--- src/rtl/can_tx_bit_stuffer.sv ---
// can_tx_bit_stuffer: CAN TX stuff-bit insertion with transmitter stall strobe; optional bus monitor under CAN_TX_BIT_MONITOR_EN
module can_tx_bit_stuffer #(
  parameter int STUFF_LEN = 5,
  parameter int CNT_W = 6
) (
  input  logic             clk,
  input  logic             rst,
  input  logic             sample_point,
  input  logic             tx_bit_in,
  input  logic             stuff_en,
  input  logic             arbitration_active,
  input  logic             rx_bit,
  output logic             tx_sample_point,
  output logic             tx_bit_out,
  output logic             stuff_active,
  output logic [CNT_W-1:0] stuff_cnt,
  output logic             bit_err,
  output logic             arb_lost
);
  localparam logic [2:0] RUN_MAX = 3'(STUFF_LEN);
  logic       last_bit;
  logic       window;
  logic       stuff_now;
  logic [2:0] same_cnt;
  assign stuff_now = window & (same_cnt == RUN_MAX);
  assign tx_sample_point = sample_point & ~stuff_now & ~rst;
  always_ff @(posedge clk) begin
    if (rst) begin
      tx_bit_out <= 1'b1;
      last_bit <= 1'b1;
      stuff_active <= 1'b0;
      stuff_cnt <= '0;
      same_cnt <= '0;
      window <= 1'b0;
    end else if (sample_point) begin
      if (stuff_now) begin
        tx_bit_out <= ~last_bit;
        last_bit <= ~last_bit;
        same_cnt <= 3'd1;
        stuff_active <= 1'b1;
        stuff_cnt <= &stuff_cnt ? stuff_cnt : stuff_cnt + 1'b1;
      end else begin
        tx_bit_out <= tx_bit_in;
        last_bit <= tx_bit_in;
        stuff_active <= 1'b0;
        window <= stuff_en;
        same_cnt <= !stuff_en ? 3'd0 : !window ? 3'd1 : (tx_bit_in == last_bit) ? same_cnt + 3'd1 : 3'd1;
        if (stuff_en && !window)
          stuff_cnt <= '0;
      end
    end
  end
`ifdef CAN_TX_BIT_MONITOR_EN
  logic lost_now;
  assign lost_now = arbitration_active & tx_bit_out & ~rx_bit;
  always_ff @(posedge clk) begin
    if (rst) begin
      arb_lost <= 1'b0;
      bit_err <= 1'b0;
    end else begin
      arb_lost <= sample_point & lost_now;
      bit_err <= sample_point & ~lost_now & window & (rx_bit ^ tx_bit_out);
    end
  end
`else
  logic unused_mon;
  assign unused_mon = rx_bit ^ arbitration_active;
  assign bit_err = 1'b0;
  assign arb_lost = 1'b0;
`endif
endmodule
--- config.mk ---
export PLATFORM = sky130hd
export DESIGN_NAME = can_tx_bit_stuffer
export DESIGN_NICKNAME = d
export VERILOG_FILES = /design/src/rtl/can_tx_bit_stuffer.sv
export SDC_FILE = /design/constraint.sdc
export NUM_CORES = 1
export LEC_CHECK = 0
export CAP_MARGIN = 20
export CORE_MARGIN = 4
export CORE_UTILIZATION = 38
export DETAILED_ROUTE_END_ITERATION = 6
export PLACE_DENSITY_LB_ADDON = 0.3
export SLEW_MARGIN = 40
export SYNTH_ARGS = -nofsm -noshare
export SYNTH_HDL_FRONTEND = slang
export SYNTH_SLANG_ARGS = --single-unit
--- constraint.sdc ---
create_clock -name clk -period 4.56 [get_ports clk]
set_input_delay 0.912 -clock clk [delete_from_list [all_inputs] [get_ports clk]]
set_output_delay 0.912 -clock clk [all_outputs]
set_load 0.05 [all_outputs]
==> metrics.md <==
| Metric | Value |
|---|---|
| Tot GR Track Use | `12.0%` |
| Htree depth | `1` |
| Die area | `2470 µm²` |
| Port Buf Inserts | `13` |
| Seq cells post-synth | `12` |
| Area Growth Syn to Fin | `21.6%` |
| Status | `complete, no violations` |
| Max stage delay on crit path | `0.82 ns` |
| Sw frac | `26.4%` |
| Final instance area | `802 µm²` |
| Leakage | `0.291 nW` |
| Fmax | `278 MHz` |
| Max_cap viols | `0` |
| Final period util | `78.9%` |
| Mean Syn Cell Area | `8.68 µm²` |
| WS Path Type | `input port to output port` |
| CORE AREA | `1580 µm²` |
| Die span in y | `49.7 µm` |
| Synth Flop Type | `dfxtp_1` |
| Setup bufs post-CTS | `0` |
| Most used cell, CP | `clkdlybuf4s50_1` |
| Cells after Synth | `76` |
| Initial antenna violation count | `0` |
| Root Driver | `clkbuf_4` |
| WL final | `1350 µm` |
| Worst Setup Start Kind | `input port` |
| Slowest-stage cell, CP | `clkdlybuf4s50_1` |
| Clock latency on the worst-skew pair | `0.26 ns` |
| Clk slew on worst S/H paths | `0.07 ns` |
| Post-layout nets | `100` |
| WP data required | `3.65 ns` |
| Commonest non-fill, non-tap cell in the layout | `clkdlybuf4s50_1` |
| Pwr/cell area | `249 nW/µm²` |
| Gp weighted congestion | `0.774` |
| Pint | `0.147 mW` |
| Post-detail-place hpwl | `973 µm` |
| Worst slew pin tran | `0.497 ns` |
| Final hold violation count | `0` |
| Worst clock skew | `0.00243 ns` |
| Worst path cell trace | `clkdlybuf4s50_1, nand2_1, nor2_1, clkdlybuf4s50_1` |
| Die Width | `49.7 µm` |
| Most frequent cells in the layout | `clkdlybuf4s50_1 (13), dfxtp_1 (12), a21oi_1 (7), nand2_1 (6)` |
| Final setup fails | `0` |
| Largest net degree at the start of global routing | `14` |
| Synth top area share | `36.4%` |
| Routed wire per std cell | `12.9 µm` |
| Sequential Area | `240 µm²` |
| Critical Path Fanout Max | `12` |
| Final Max Slew Viols | `0` |
| Placed cell areas | `779 µm²` |
| Max clock buf depth | `2` |
| Crit path capture type | `output port` |
| Top cells by area, synth | `dfxtp_1 (36%), ha_1 (5.7%), a21oi_1 (5.3%)` |
| Layout cells sized above 1 | `4.55%` |
| Clk pwr share | `32.1%` |
| Hold_buf cts | `0` |
| Max-slew headroom | `66.8%` |
| DRT iter0 DRCs | `7` |
| Vias/cell | `5.66` |
| Syn Std Cell Area | `659 µm²` |
| Pre-Repair DR Iteration Count | `4` |
| Seq/Total Area, Yosys | `36.4%` |
| Async SR Flop Fraction | `0%` |
| DRC | `0` |
| Global route total overflow | `0` |
| # rows | `14` |
| Initial Util | `41.8%` |
| Sequential Power Share | `54.4%` |
| FILL cells | `162` |
| I/O Pins | `18` |
| First-pass GRT wire length | `2300 µm` |
| Area of the multi-input gates | `385 µm²` |
| Peak VDD IR | `0.146 mV` |
| Resized Gates After CTS | `0` |
| Post-synth EDFFs | `0` |
| Via count | `589` |
| Largest area contributor in the netlist | `dfxtp_1` |
| P_sw | `0.0527 mW` |
| Fin Setup TNS | `0 ns` |
| Worst Hold Class | `register to register` |
| Post-route ant nets | `0` |
| Tot Pwr | `0.200 mW` |
| Num CTS Buffers | `3` |
| # clock sinks | `12` |
| Synthesis warning total | `0` |
| Vias in the first global route | `554` |
| RSZ-0062 raised after global routing | `false` |
| Combinational share of power | `13.6%` |
| Post-synth cell types | `32` |
| Worst hold slack | `0.503 ns` |
| CTS tree | `done` |
| WP data arrival | `2.69 ns` |
| Final min period | `3.60 ns` |
| Antenna diodes | `0` |
state kept, by name, summed over array words and instances, names as in the netlist:
| signal | flops |
|---|---|
| same_cnt | 3 |
| stuff_cnt | 6 |
| window | 1 |
| stuff_active | 1 |
| last_bit | 1 |
final cells by class:
class / count / share of cell area [%]
clock buffer: 3 / 2.81
inverter: 1 / 0.468
multi-input combinational: 59 / 48.0
sequential: 12 / 30.0
tap: 16 / 2.50
timing repair buffer: 13 / 16.2
Yosys cell counts (2+ instances only):
cell / count
a211oi_1: 4
a21oi_1: 7
a31o_1: 2
a31oi_1: 2
a41oi_1: 2
and3_1: 3
and4_1: 2
buf_4: 2
clkbuf_1: 2
dfxtp_1: 12
ha_1: 3
nand2_1: 6
nand2b_1: 3
nand3_1: 2
nand3b_1: 2
nor2_1: 4
o21ai_0: 3
power groups by stage:
stage / combinational [mW] / clock [mW] / sequential, mW
finish: 0.0271 / 0.0640 / 0.109
global route: 0.0293 / 0.0710 / 0.109
CTS: 0.0271 / 0.0673 / 0.109
detailed placement: 0.0270 / 0 / 0.111
global placement: 0.0266 / 0 / 0.111
floorplan: 0.0176 / 0 / 0.113
logic make-up (layout without fill, tap and decap cells):
| kind of cell | Yosys count | count (layout) | synth area share (%) |
|---|---|---|---|
| AND/OR/NAND/NOR | 28 | 28 | 24.1 |
| AO/OA/AOI/OAI | 24 | 24 | 24.7 |
| flip-flops | 12 | 12 | 36.4 |
| buffers and inverters | 6 | 17 | 5.69 |
| adder cells (fa/ha/maj) | 3 | 3 | 5.69 |
| other | 1 | 2 | 0.569 |
| XOR/XNOR | 1 | 1 | 1.33 |
| multiplexers | 1 | 1 | 1.52 |
critical path, delay by kind of cell:
family,cells,cell delay [ns]
buffers and inverters,2,1.54
and+or+nand+nor,2,0.23
routing by layer:
metal	track usage, %	share of wire [%]
met4	7.37	1.1
met5	0	0
met1	14.8	51
met2	18.7	44
met3	2.71	4.5
per-stage QoR:
stage	util, %	std cells	setup WS [ns]
2_1_floorplan	-	77	1.73
3_3_place_gp	49.4	101	0.991
3_5_place_dp	49.4	101	0.972
4_1_cts	50.9	104	0.964
5_1_grt	50.9	104	0.865
6_report	50.9	104	0.962
path summary, 6_finish.rpt:
| kind | start | end | slack, ns | cells past startpoint |
|---|---|---|---|---|
| setup / recovery | sample_point | tx_sample_point | 0.96 | 4 |
| hold / removal | stuff_active | stuff_active | 0.50 | 2 |
| hold reg to reg | stuff_active | stuff_active | 0.50 | 2 |
| setup reg to reg | same_cnt[1] | stuff_cnt[0] | 2.89 | 6 |
Note: power is estimated with default switching activity, not from simulation.
